File: src/rtl/rr_pkg.sv
// Shared constants for the RR-interval monitor: FSM encoding, data width and
// default thresholds (all thresholds are in sample ticks).
package rr_pkg;

    localparam int RR_W = 16;

    localparam logic [0:0] ST_FILL  = 1'b0;
    localparam logic [0:0] ST_TRACK = 1'b1;

    localparam int DEF_AVG_DEPTH   = 8;
    localparam int DEF_LOG2_DEPTH  = 3;
    localparam int DEF_REFRACT_RR  = 200;
    localparam int DEF_TACHY_RR    = 600;
    localparam int DEF_BRADY_RR    = 1200;
    localparam int DEF_IRREG_SHIFT = 2;

    // A full window of RR_W-bit intervals summed without overflow.
    function automatic int sum_width(input int log2_depth);
        return RR_W + log2_depth;
    endfunction

endpackage

File: src/rtl/rr_interval_monitor_if.sv
// RR-interval stream from the peak/RR front end plus the rhythm-status
// outputs. master = front end / observer, slave = rr_interval_monitor.
interface rr_interval_monitor_if;
    import rr_pkg::*;

    // rr_valid is a one-cycle strobe with no ready: every cycle it is high is
    // one transfer of rr_interval, and the receiver never stalls it.
    logic [RR_W-1:0] rr_interval;
    logic            rr_valid;

    logic [RR_W-1:0] avg_rr;
    logic            avg_valid;
    logic            tachy;
    logic            brady;
    logic            irregular;
    logic            artifact;
    logic [RR_W-1:0] beat_count;
    logic [0:0]      state;

    modport master (
        output rr_interval, rr_valid,
        input  avg_rr, avg_valid, tachy, brady, irregular, artifact,
               beat_count, state
    );

    modport slave (
        input  rr_interval, rr_valid,
        output avg_rr, avg_valid, tachy, brady, irregular, artifact,
               beat_count, state
    );

endinterface

File: src/rtl/rr_window_buffer.sv
// AVG_DEPTH-entry ring buffer of accepted intervals with running sum and fill
// count. Unwritten entries read as 0, so subtracting `oldest` is safe in FILL.
module rr_window_buffer
    import rr_pkg::*;
#(
    parameter int AVG_DEPTH  = DEF_AVG_DEPTH,
    parameter int LOG2_DEPTH = DEF_LOG2_DEPTH,
    parameter int SUM_W      = sum_width(LOG2_DEPTH)
) (
    input  logic             clk,
    input  logic             rst,
    input  logic             push_i,
    input  logic [RR_W-1:0]  data_in_i,
    output logic [RR_W-1:0]  oldest_o,
    output logic [SUM_W-1:0] sum_o,
    output logic             full_o
);

    localparam logic [LOG2_DEPTH:0]   FILL_MAX = (LOG2_DEPTH + 1)'(AVG_DEPTH);
    localparam logic [LOG2_DEPTH:0]   FILL_ONE = (LOG2_DEPTH + 1)'(1);
    localparam logic [LOG2_DEPTH-1:0] PTR_ONE  = LOG2_DEPTH'(1);

    logic [RR_W-1:0]       mem_q [AVG_DEPTH];
    logic [LOG2_DEPTH-1:0] wptr_q;
    logic [LOG2_DEPTH:0]   fill_q;
    logic [LOG2_DEPTH:0]   fill_d;
    logic [SUM_W-1:0]      sum_q;

    assign oldest_o = mem_q[wptr_q];
    assign sum_o    = sum_q;

    always_comb begin
        fill_d = fill_q;
        if (push_i && (fill_q != FILL_MAX)) begin
            fill_d = fill_q + FILL_ONE;
        end
    end

    // Reflects this cycle's push so the owner can change state in step.
    assign full_o = (fill_d == FILL_MAX);

    always_ff @(posedge clk or posedge rst) begin
        if (rst) begin
            for (int i = 0; i < AVG_DEPTH; i++) begin
                mem_q[i] <= '0;
            end
            wptr_q <= '0;
            fill_q <= '0;
            sum_q  <= '0;
        end else begin
            fill_q <= fill_d;
            if (push_i) begin
                mem_q[wptr_q] <= data_in_i;
                wptr_q        <= wptr_q + PTR_ONE;
                sum_q         <= sum_q + SUM_W'(data_in_i) - SUM_W'(oldest_o);
            end
        end
    end

endmodule

File: src/rtl/rr_interval_monitor.sv
// Receives RR intervals, rejects refractory artefacts, keeps a sliding-window
// average and classifies each accepted beat (tachy / brady / irregular).
module rr_interval_monitor
    import rr_pkg::*;
#(
    parameter int AVG_DEPTH   = DEF_AVG_DEPTH,
    parameter int LOG2_DEPTH  = DEF_LOG2_DEPTH,
    parameter int REFRACT_RR  = DEF_REFRACT_RR,
    parameter int TACHY_RR    = DEF_TACHY_RR,
    parameter int BRADY_RR    = DEF_BRADY_RR,
    parameter int IRREG_SHIFT = DEF_IRREG_SHIFT
) (
    input  logic           clk,
    input  logic           rst,
    rr_interval_monitor_if.slave rr_if
);

    localparam int              SUM_W     = sum_width(LOG2_DEPTH);
    localparam logic [RR_W-1:0] REFRACT_V = RR_W'(REFRACT_RR);
    localparam logic [RR_W-1:0] TACHY_V   = RR_W'(TACHY_RR);
    localparam logic [RR_W-1:0] BRADY_V   = RR_W'(BRADY_RR);

    logic [RR_W-1:0]  rr_data;
    logic             rr_strobe;
    logic             accept;
    logic [RR_W-1:0]  oldest;
    logic [SUM_W-1:0] win_sum;
    logic             win_full;
    logic [SUM_W-1:0] sum_next;
    logic [RR_W-1:0]  dev;
    logic [RR_W-1:0]  thr;

    logic [0:0]      state_q, state_d;
    logic [RR_W-1:0] avg_q, avg_d;
    logic            tachy_q, tachy_d;
    logic            brady_q, brady_d;
    logic            irreg_q, irreg_d;
    logic            artifact_q, artifact_d;
    logic [RR_W-1:0] beat_q, beat_d;

    assign rr_data   = rr_if.rr_interval;
    assign rr_strobe = rr_if.rr_valid;
    assign accept    = rr_strobe && (rr_data != '0) && (rr_data >= REFRACT_V);

    rr_window_buffer #(
        .AVG_DEPTH  (AVG_DEPTH),
        .LOG2_DEPTH (LOG2_DEPTH),
        .SUM_W      (SUM_W)
    ) u_window (
        .clk       (clk),
        .rst       (rst),
        .push_i    (accept),
        .data_in_i (rr_data),
        .oldest_o  (oldest),
        .sum_o     (win_sum),
        .full_o    (win_full)
    );

    assign sum_next = win_sum + SUM_W'(rr_data) - SUM_W'(oldest);

    // Deviation is measured against the average from before this beat.
    assign dev = (rr_data >= avg_q) ? (rr_data - avg_q) : (avg_q - rr_data);
    assign thr = avg_q >> IRREG_SHIFT;

    always_comb begin
        state_d    = state_q;
        avg_d      = avg_q;
        tachy_d    = tachy_q;
        brady_d    = brady_q;
        irreg_d    = irreg_q;
        beat_d     = beat_q;
        artifact_d = rr_strobe && !accept;
        if (accept) begin
            avg_d   = sum_next[SUM_W-1:LOG2_DEPTH];
            tachy_d = (rr_data < TACHY_V);
            brady_d = (rr_data > BRADY_V);
            irreg_d = (state_q == ST_TRACK) && (dev > thr);
            if (beat_q != '1) begin
                beat_d = beat_q + RR_W'(1);
            end
            if ((state_q == ST_FILL) && win_full) begin
                state_d = ST_TRACK;
            end
        end
    end

    always_ff @(posedge clk or posedge rst) begin
        if (rst) begin
            state_q    <= ST_FILL;
            avg_q      <= '0;
            tachy_q    <= 1'b0;
            brady_q    <= 1'b0;
            irreg_q    <= 1'b0;
            artifact_q <= 1'b0;
            beat_q     <= '0;
        end else begin
            state_q    <= state_d;
            avg_q      <= avg_d;
            tachy_q    <= tachy_d;
            brady_q    <= brady_d;
            irreg_q    <= irreg_d;
            artifact_q <= artifact_d;
            beat_q     <= beat_d;
        end
    end

    assign rr_if.avg_rr     = avg_q;
    assign rr_if.avg_valid  = (state_q == ST_TRACK);
    assign rr_if.tachy      = tachy_q;
    assign rr_if.brady      = brady_q;
    assign rr_if.irregular  = irreg_q;
    assign rr_if.artifact   = artifact_q;
    assign rr_if.beat_count = beat_q;
    assign rr_if.state      = state_q;

endmodule

File: src/flat_wrapper.sv
// flat-port wrapper written by rule: the top's interface ports become plain ports
module rr_interval_monitor_flat import rr_pkg::*;
#(
    parameter int AVG_DEPTH   = DEF_AVG_DEPTH,
    parameter int LOG2_DEPTH  = DEF_LOG2_DEPTH,
    parameter int REFRACT_RR  = DEF_REFRACT_RR,
    parameter int TACHY_RR    = DEF_TACHY_RR,
    parameter int BRADY_RR    = DEF_BRADY_RR,
    parameter int IRREG_SHIFT = DEF_IRREG_SHIFT
)
  (clk, rst, rr_if_rr_interval, rr_if_rr_valid, rr_if_avg_rr, rr_if_avg_valid, rr_if_tachy, rr_if_brady, rr_if_irregular, rr_if_artifact, rr_if_beat_count, rr_if_state);
  rr_interval_monitor_if rr_if_i ();
  input  logic clk;
  input  logic rst;
  input wire logic [$bits(rr_if_i.rr_interval)-1:0] rr_if_rr_interval;
  input wire logic [$bits(rr_if_i.rr_valid)-1:0] rr_if_rr_valid;
  output wire logic [$bits(rr_if_i.avg_rr)-1:0] rr_if_avg_rr;
  output wire logic [$bits(rr_if_i.avg_valid)-1:0] rr_if_avg_valid;
  output wire logic [$bits(rr_if_i.tachy)-1:0] rr_if_tachy;
  output wire logic [$bits(rr_if_i.brady)-1:0] rr_if_brady;
  output wire logic [$bits(rr_if_i.irregular)-1:0] rr_if_irregular;
  output wire logic [$bits(rr_if_i.artifact)-1:0] rr_if_artifact;
  output wire logic [$bits(rr_if_i.beat_count)-1:0] rr_if_beat_count;
  output wire logic [$bits(rr_if_i.state)-1:0] rr_if_state;
  assign rr_if_i.rr_interval = rr_if_rr_interval;
  assign rr_if_i.rr_valid = rr_if_rr_valid;
  assign rr_if_avg_rr = rr_if_i.avg_rr;
  assign rr_if_avg_valid = rr_if_i.avg_valid;
  assign rr_if_tachy = rr_if_i.tachy;
  assign rr_if_brady = rr_if_i.brady;
  assign rr_if_irregular = rr_if_i.irregular;
  assign rr_if_artifact = rr_if_i.artifact;
  assign rr_if_beat_count = rr_if_i.beat_count;
  assign rr_if_state = rr_if_i.state;
  rr_interval_monitor #(.AVG_DEPTH(AVG_DEPTH), .LOG2_DEPTH(LOG2_DEPTH), .REFRACT_RR(REFRACT_RR), .TACHY_RR(TACHY_RR), .BRADY_RR(BRADY_RR), .IRREG_SHIFT(IRREG_SHIFT)) u_core (.clk(clk), .rst(rst), .rr_if(rr_if_i));
endmodule
File: config.mk
export PLATFORM = sky130hd
export DESIGN_NAME = rr_interval_monitor_flat
export DESIGN_NICKNAME = d
export VERILOG_FILES = /design/src/rtl/rr_pkg.sv /design/src/rtl/rr_interval_monitor_if.sv /design/src/rtl/rr_window_buffer.sv /design/src/rtl/rr_interval_monitor.sv /design/src/flat_wrapper.sv
export SDC_FILE = /design/constraint.sdc
export NUM_CORES = 1
export LEC_CHECK = 0
export ABC_AREA = 1
export CAP_MARGIN = 15
export CORE_MARGIN = 5
export CORE_UTILIZATION = 41
export DETAILED_ROUTE_END_ITERATION = 12
export PLACE_DENSITY = 0.57
export SLEW_MARGIN = 10
export SYNTH_ARGS = -nofsm -noshare
export SYNTH_HDL_FRONTEND = slang
export SYNTH_SLANG_ARGS = --single-unit
File: constraint.sdc
create_clock -name clk -period 15.9 [get_ports clk]
set_input_delay 3.18 -clock clk [delete_from_list [all_inputs] [get_ports clk]]
set_output_delay 3.18 -clock clk [all_outputs]
set_load 0.01 [all_outputs]
==> flow_summary.json, run 1 <==
{
  "cts_tree": "yes",
  "cts_resized": 0,
  "drt_wl_total_mm": 32.5,
  "initial_core_util_pct": 41.3,
  "dr.pass1.iters": 5,
  "h-tree-depth": 4,
  "die_h_um": 177,
  "hold_viol": 0,
  "routedWlPerCell_um": 17.1,
  "cts_buffers": 17,
  "yosys.area_share.simple_pct": 22.7,
  "reg2reg_slack_ns": 11.32,
  "max_clock_freq_mhz": 153,
  "clk_pin_slew_ns": 0.07,
  "ys_async_sr_fraction_pct": 100,
  "maxCapViolations": 0,
  "drc": 0,
  "clock-sinks": 175,
  "synth_cells": 1497,
  "reg2reg_to": "u_core.u_window.sum_o[18]$_DFFE_PP0P_",
  "ys_seq_area_share_pct": 38.4,
  "synth-main-ff-cell": "dfrtp_1",
  "antenna_found_initial": 0,
  "avgSynthCellArea_um2": 7.63,
  "synth_xor_area_share_pct": 2.84,
  "syn-cell-area_um2": 11400,
  "yosysTopAreaCellShare_pct": 38.4,
  "place_congestion": 0.950,
  "hold_depth": 2,
  "fin_crit_sh_pct": 41.1,
  "die_area_um2": 31300,
  "synth_cell_types": 50,
  "yosys-top-cells-area": "dfrtp_1, nand2_1, o21ai_0",
  "synth_compound_area_share_pct": 16.6,
  "tns_ns": 0,
  "synthMuxAreaShare_pct": 0,
  "grt_pass1_vias": 9340,
  "reg2reg_from": "u_core.u_window.wptr_q[0]$_DFFE_PP0P_",
  "whs_endpoint": "u_core.u_window.mem_q[106]$_DFFE_PP0P_",
  "worstHoldPathType": "reg -> reg",
  "synth_top_family_by_area": "simple AND/OR/NAND/NOR gates",
  "globalRouteOverflowTotal": 0,
  "outcome": "complete, no violations",
  "antenna_left": 0,
  "netlist.top_cell.by_area": "dfrtp_1",
  "r2r_cells": 17,
  "clock_skew_ns": 0.0220,
  "yosys_warnings": 0,
  "crit_buf_inv": 5,
  "grt_pass1_wl_mm": 52.0,
  "cp-end-kind": "register",
  "antenna_cells": 0,
  "drtIter0Drc": 996,
  "ys_ff_latch": 175,
  "die_w_um": 177,
  "drive_gt1_share_pct": 5.60,
  "cts_setup_buffers": 0,
  "clkLatencyLatePin_ns": 0.45,
  "dr_total_vias": 9670,
  "cp-start-kind": "input port",
  "arrival_ns": 6.86,
  "final.min_clock_period_ns": 6.54,
  "max_slew_margin_pct": 26.6,
  "area_delta_synth_final_pct": 11.1,
  "slew_violations": 0,
  "clk_path_buf_depth": 2,
  "grt_use_total_pct": 21.2,
  "critPathMostFrequentCell": "nand2_1",
  "io_pins": 57,
  "layout.nets": 1609,
  "rows": 61,
  "slowest_stage": "clkdlybuf4s50_1",
  "tightestPinTransition_ns": 1.10,
  "place.port_buffers": 56,
  "postCtsHoldBufs": 0,
  "dp_hpwl_mm": 23.3,
  "rsz0062_at_grt": "no",
  "core_um2": 27600,
  "synth_edf_count": 0,
  "crit_required_ns": 16.22,
  "syn_nets": 1602,
  "critPathTopFamily": "simple AND/OR/NAND/NOR gates",
  "cts-root-buf": "clkbuf_16",
  "grt_max_degree": 110,
  "crit_fanout": 17,
  "slowest_delay_ns": 0.49,
  "critPathKind": "in -> reg",
  "setup_viol": 0,
  "fillers": 2919,
  "routed_via_density": 5.10,
  "yosys.area_share.adder_pct": 10.6,
  "min_from": "u_core.u_window.mem_q[106]$_DFFE_PP0P_"
}
[cell usage in the layout (no fill, tap or decap), drive strengths merged, types with 6 or more instances in the layout]
cell type / count
clkinv: 7
o2111ai: 16
a21oi: 52
a21o: 6
dfrtp: 175
nor2: 160
clkbuf: 19
xor2: 29
fa: 18
buf: 7
nand2: 376
nand4: 6
xnor2: 8
inv: 163
o21bai: 6
ha: 68
clkdlybuf4s50: 56
nor3: 13
nand3: 59
o21ai: 235
o21a: 17
[worst max-delay path by stage]
stage,start,cells past startpoint,end
4_1_cts,rr_if_rr_interval[0],28,u_core.rr_if.irregular$_DFFE_PP0P_
5_1_grt,rr_if_rr_interval[0],28,u_core.rr_if.irregular$_DFFE_PP0P_
6_report,rr_if_rr_interval[0],28,u_core.rr_if.irregular$_DFFE_PP0P_
2_1_floorplan,rst,1,u_core.rr_if.artifact$_DFF_PP0_
3_3_place_gp,rr_if_rr_interval[0],29,u_core.rr_if.irregular$_DFFE_PP0P_
3_5_place_dp,rr_if_rr_interval[0],28,u_core.rr_if.irregular$_DFFE_PP0P_
[layer usage]
| metal | global-route usage [%] | vias to the layer above | share of wire (%) |
|---|---|---|---|
| met3 | 4.55 | 44 | 5.2 |
| met5 | 0 | - | 0 |
| met4 | 5.67 | 0 | 2.2 |
| met2 | 33.9 | 231 | 46 |
| met1 | 29.4 | 4543 | 47 |
| li1 | - | 4852 | - |
[through the flow]
step	setup WS, ns	hold slack, ns	std cells	cell area, um^2	utilization, %
finish	9.36	0.483	1895	12700	45.9
global route	8.96	0.503	1895	12700	45.9
CTS	9.36	0.485	1895	12700	45.9
detailed placement	8.90	0.467	1863	12100	43.8
global placement	9.07	0.461	1863	12100	43.8
floorplan	7.97	0.448	1497	11400	-
[cell families after synthesis]
family	count (synthesis)
AO/OA/AOI/OAI	343
XOR/XNOR	37
adder cells (fa/ha/maj)	86
buffers and inverters	234
flip-flops	175
AND/OR/NAND/NOR	622
[worst register-to-register path: cells and delay by family, from the launching register on]
| family | cells | cell delay [ns] |
|---|---|---|
| AOI/OAI and AO/OA | 8 | 1.45 |
| and+or+nand+nor | 3 | 0.31 |
| adders and majority gates | 2 | 0.90 |
| DFF | 1 | 0.34 |
| buffers and inverters | 4 | 1.48 |
[sequential cells by signal (all words and copies together), names as in the netlist]
name / cells
u_core.rr_if.tachy: 1
u_core.rr_if.beat_count: 16
u_core.u_window.fill_q: 4
u_core.u_window.sum_o: 19
u_core.rr_if.avg_valid: 1
u_core.rr_if.irregular: 1
u_core.rr_if.artifact: 1
u_core.u_window.mem_q: 128
u_core.rr_if.brady: 1
u_core.u_window.wptr_q: 3
[synthesized netlist by cell type, types with 2 or more instances]
master       n
nand2_1    367
clkinv_1     2
dfrtp_1    175
o21ai_1     11
ha_1        68
a21oi_2      3
nand4_1      6
nor2_1     154
inv_1      148
buf_1        4
o21ai_0    221
buf_4       17
o21bai_1     6
or2_2        2
o21a_1      17
nand3_2      8
o2111ai_1   16
xor2_1      29
fa_1        18
xnor2_1      8
a21boi_0     2
nor2_4       2
inv_2        8
o22ai_1      3
o21ai_2      3
nor4_1       3
nand3_1     50
a21oi_1     49
nor3_1      12
buf_6        4
clkbuf_2     6
clkbuf_1    20
nand2_2      8
nor2_2       3
a21o_1       6
buf_2       24
[final cells by class]
| cell class | count | area, um^2 | area share, % |
|---|---|---|---|
| clock inverter | 13 | 145 | 1.14 |
| multi-input combinational | 1088 | 6030 | 47.5 |
| sequential | 175 | 4380 | 34.5 |
| inverter | 159 | 604 | 4.76 |
| timing repair buffer | 63 | 613 | 4.83 |
| clock buffer | 19 | 443 | 3.49 |
| tap | 378 | 473 | 3.73 |
Power of run 1 is left out: the tool's default activity adds up to more than one toggle a clock period on the data nets, which glitch-free logic cannot reach.
==> run 2, diff against run 1 <==
Settings changed: PLACE_DENSITY 0.57 to 0.59.
Clock period 15.9 ns to 5.5 ns, I/O delays scaled along.
==> flow_summary.json, run 2 (synthesis results as in run 1) <==
{
  "outcome": "complete, no violations",
  "maxCapViolations": 0,
  "dp_hpwl_mm": 23.1,
  "critPathKind": "in -> reg",
  "grt_pass1_wl_mm": 52.7,
  "core_um2": 27600,
  "layout_common_cells": "nand2_1, o21ai_0, dfrtp_1",
  "antenna_found_initial": 0,
  "grt_max_degree": 176,
  "tightestPinTransition_ns": 1.01,
  "area_delta_synth_final_pct": 11.3,
  "drc": 0,
  "clk_path_buf_depth": 2,
  "critPathMostFrequentCell": "nand2_1",
  "drive_gt1_share_pct": 5.85,
  "die_h_um": 177,
  "globalRouteOverflowTotal": 0,
  "grt_use_total_pct": 21.2,
  "io_pins": 57,
  "postCtsHoldBufs": 0,
  "largest_reg_flops": 128,
  "final_common_cell": "nand2_1",
  "fin_crit_sh_pct": 80.9,
  "max_slew_margin_pct": 32.7,
  "clk_pin_slew_ns": 0.07,
  "setup_viol": 0,
  "drtIter0Drc": 848,
  "clock_skew_ns": 0.0151,
  "layout.nets": 1613,
  "antenna_cells": 0,
  "crit_fanout": 17,
  "max_clock_freq_mhz": 225,
  "grt_pass1_vias": 9622,
  "hold_viol": 0,
  "cts_resized": 0,
  "slowest_delay_ns": 0.49,
  "h-tree-depth": 4,
  "place.port_buffers": 56,
  "dr.pass1.iters": 5,
  "regMostFlops": "u_core.u_window.mem_q",
  "routedWlPerCell_um": 17.0,
  "dr_total_vias": 9818,
  "clkLatencyLatePin_ns": 0.43,
  "rsz0062_at_grt": "no",
  "routed_via_density": 5.17,
  "die_area_um2": 31300,
  "multi_input_area_um2": 6020,
  "initial_core_util_pct": 41.3,
  "die_w_um": 177,
  "r2r_cells": 16,
  "reg2reg_from": "u_core.u_window.wptr_q[1]$_DFFE_PP0P_",
  "arrival_ns": 4.77,
  "place_congestion": 0.970,
  "crit_required_ns": 5.82,
  "min_from": "u_core.u_window.mem_q[102]$_DFFE_PP0P_",
  "antenna_left": 0,
  "slowest_stage": "clkdlybuf4s50_1",
  "seq_area_um2": 4380,
  "layout_setup_ws_ns": 1.05,
  "whs_endpoint": "u_core.u_window.mem_q[102]$_DFFE_PP0P_",
  "reg2reg_to": "u_core.u_window.sum_o[16]$_DFFE_PP0P_",
  "worstHoldPathType": "reg -> reg",
  "cts_buffers": 17,
  "dp_slack_ns": 0.617,
  "final.min_clock_period_ns": 4.45,
  "cts_setup_buffers": 0,
  "slew_violations": 0,
  "final_util_pct": 46.0,
  "drt_wl_total_mm": 32.3,
  "tns_ns": 0,
  "fillers": 2896,
  "clock-sinks": 175,
  "cp-end-kind": "register",
  "rows": 61,
  "reg2reg_slack_ns": 1.44,
  "cts_tree": "yes",
  "cts-root-buf": "clkbuf_16",
  "hold_depth": 2,
  "cp-start-kind": "input port"
}
-- run 2: changes by cell type in the layout (fill, tap and decap cells not counted) --
cell,change
buf_12,+1
buf_4,+3
clkbuf_1,-1
clkbuf_8,-1
clkinv_2,+1
clkinv_4,+1
clkinv_8,-2
clkinvlp_4,+1
inv_8,+1
nor2_1,+1
nor2_2,-1
-- run 2: routing by layer --
layer,up-vias,wire length (um),GRT usage (%)
met4,0,662,5.45
met3,45,1700,3.89
met1,4632,15300,30.2
met5,-,0,0
met2,279,14700,33.6
li1,4862,-,-
-- run 2: through the flow --
stage | instances | hold WS (ns) | cell area, um^2
floorplan | 1497 | 0.448 | 11400
global placement | 1867 | 0.461 | 12100
detailed placement | 1867 | 0.467 | 12100
CTS | 1899 | 0.484 | 12700
global route | 1899 | 0.504 | 12700
finish | 1899 | 0.482 | 12700
-- run 2: how the worst max path moves through the flow --
stage | cells after the start | end | slack, ns | from
after CTS | 28 | u_core.rr_if.irregular$_DFFE_PP0P_ | 1.06 | rr_if_rr_interval[0]
after global placement | 29 | u_core.rr_if.irregular$_DFFE_PP0P_ | 0.73 | rr_if_rr_interval[0]
after global routing | 28 | u_core.rr_if.irregular$_DFFE_PP0P_ | 0.60 | rr_if_rr_interval[0]
final | 28 | u_core.rr_if.irregular$_DFFE_PP0P_ | 1.05 | rr_if_rr_interval[0]
after detailed placement | 28 | u_core.rr_if.irregular$_DFFE_PP0P_ | 0.62 | rr_if_rr_interval[0]
after floorplan | 27 | u_core.rr_if.irregular$_DFFE_PP0P_ | 1.66 | rr_if_rr_interval[0]
-- run 2: critical path: cells and delay by family --
kind	cells	cell delay, ns
adder cells (fa/ha/maj)	3	0.92
buffers and inverters	5	1.05
AND/OR/NAND/NOR	18	1.41
AO/OA/AOI/OAI	2	0.28
-- run 2: area by class of cell --
cell class,count,share of cell area [%]
multi-input cells,1088,47.4
flip-flops and latches,175,34.5
repair buffers,67,5.16
inverters,159,4.75
well taps,378,3.72
clock buffers,17,3.35
clock inverters,15,1.15
Power of run 2 is left out for the same reason.
==> run 3, diff against run 2 <==
Clock period 5.5 ns to 3.9 ns, I/O delays scaled along.
==> flow_summary.json, run 3 (synthesis results as in run 1) <==
{
  "outcome": "complete, no violations",
  "fin_crit_sh_pct": 92.9,
  "clock-sinks": 175,
  "tightestPinTransition_ns": 0.883,
  "die_w_um": 177,
  "largest_reg_flops": 128,
  "dr_total_vias": 10135,
  "core_um2": 27600,
  "die_area_um2": 31300,
  "reg2reg_slack_ns": 0.28,
  "antenna_found_initial": 0,
  "die_h_um": 177,
  "cts_buffers": 17,
  "final_common_cell": "nand2_1",
  "place.port_buffers": 56,
  "drt_wl_total_mm": 33.3,
  "grt_use_total_pct": 22.0,
  "globalRouteOverflowTotal": 0,
  "slew_violations": 0,
  "clk_pin_slew_ns": 0.07,
  "max_clock_freq_mhz": 276,
  "worstHoldPathType": "reg -> reg",
  "final.min_clock_period_ns": 3.62,
  "initial_core_util_pct": 41.3,
  "cts-root-buf": "clkbuf_16",
  "cts_setup_buffers": 0,
  "crit_fanout": 20,
  "rows": 61,
  "grt_pass1_vias": 10124,
  "cp_cell_sequence": "inv_2 > buf_12 > nor2_1 > o2111ai_1 > ha_1 > inv_1 > ha_1 > inv_1 > fa_1 > nor3_1 > nor2_1 > o21ai_0 > nand3_1 > nand2_1 > nand2_1 > nand3_1 > o21ai_0",
  "clock_skew_ns": 0.0104,
  "final_util_pct": 48.9,
  "regMostFlops": "u_core.u_window.mem_q",
  "dr.pass1.iters": 5,
  "cts_tree": "yes",
  "cp-end-kind": "register",
  "h-tree-depth": 4,
  "crit_required_ns": 4.21,
  "cp-start-kind": "register",
  "slowest_delay_ns": 0.43,
  "grt_pass1_wl_mm": 54.6,
  "clk_path_buf_depth": 2,
  "antenna_left": 0,
  "antenna_cells": 0,
  "instances_no_fill": 1995,
  "max_slew_margin_pct": 41.0,
  "postCtsHoldBufs": 0,
  "slowest_stage": "dfrtp_2",
  "io_pins": 57,
  "hold_viol": 0,
  "tns_ns": 0,
  "drive_gt1_share_pct": 11.4,
  "critPathKind": "reg -> reg",
  "dp_hpwl_mm": 24.9,
  "place_congestion": 0.961,
  "dp.cells": 1963,
  "routed_via_density": 5.08,
  "setup_viol": 0,
  "drc": 0,
  "area_delta_synth_final_pct": 18.3,
  "maxCapViolations": 0,
  "layout_common_cells": "nand2_1, o21ai_0, dfrtp_1",
  "layout.nets": 1709,
  "arrival_ns": 3.93,
  "rsz0062_at_grt": "no",
  "hold_ws_ns": 0.479,
  "grt_max_degree": 46,
  "clkLatencyLatePin_ns": 0.43,
  "routedWlPerCell_um": 16.7,
  "drtIter0Drc": 752
}
==> run 3: cell count changes in the layout (fill, tap and decap cells not counted), sizes merged <==
cell and delta:
buf +96, bufinv +1, clkbuf +3, clkinv -2
clkinvlp +3, inv -5
==> run 3: timing repair <==
action / 4_1_cts / 5_1_grt
hold endpoints to repair: 0 / 0
resized for setup: 0 / 1
setup endpoints to repair: 0 / 1
==> run 3: path summary, 6_finish.rpt <==
kind                       cells after the start                                     to                                   from
min                                            2         u_core.rr_if.tachy$_DFFE_PP0P_         u_core.rr_if.tachy$_DFFE_PP0P_
max                                           17  u_core.u_window.sum_o[16]$_DFFE_PP0P_  u_core.u_window.wptr_q[0]$_DFFE_PP0P_
min in group asynchronous                      2  u_core.u_window.mem_q[69]$_DFFE_PP0P_                                    rst
min reg2reg                                    2         u_core.rr_if.tachy$_DFFE_PP0P_         u_core.rr_if.tachy$_DFFE_PP0P_
max in group asynchronous                      3  u_core.u_window.mem_q[33]$_DFFE_PP0P_                                    rst
max reg2reg                                   17  u_core.u_window.sum_o[16]$_DFFE_PP0P_  u_core.u_window.wptr_q[0]$_DFFE_PP0P_
==> run 3: worst max-delay path: cells and delay by family (launching register included) <==
family,cells,cell delay (ns)
AO/OA/AOI/OAI,3,0.77
adder cells (fa/ha/maj),3,0.87
buffers and inverters,4,0.66
flip-flops,1,0.43
AND/OR/NAND/NOR,7,0.76
==> run 3: through the flow <==
stage,cell area [um^2],worst slack [ns]
final,13500,0.277
after global routing,13500,0.00942
after CTS,13500,0.322
after detailed placement,12900,-0.125
after global placement,12900,-0.0627
after floorplan,11400,0.379
==> run 3: layout make-up <==
cell class	instances	area, um^2
timing repair buffer	163	1460
clock inverter	12	109
sequential	175	4380
tap	378	473
fill	2820	14100
multi-input combinational	1088	6020
inverter	159	603
clock buffer	20	457
==> run 3: per-layer routing <==
layer / vias up / part of all wire [%] / wire, um / track usage, %
li1: 5055 / - / - / -
met1: 4819 / 48 / 16000 / 31.1
met2: 211 / 45 / 15000 / 34.7
met3: 50 / 4.2 / 1400 / 3.67
met4: 0 / 2.7 / 890 / 7.25
met5: - / 0 / 0 / 0
Power of run 3 is left out for the same reason.
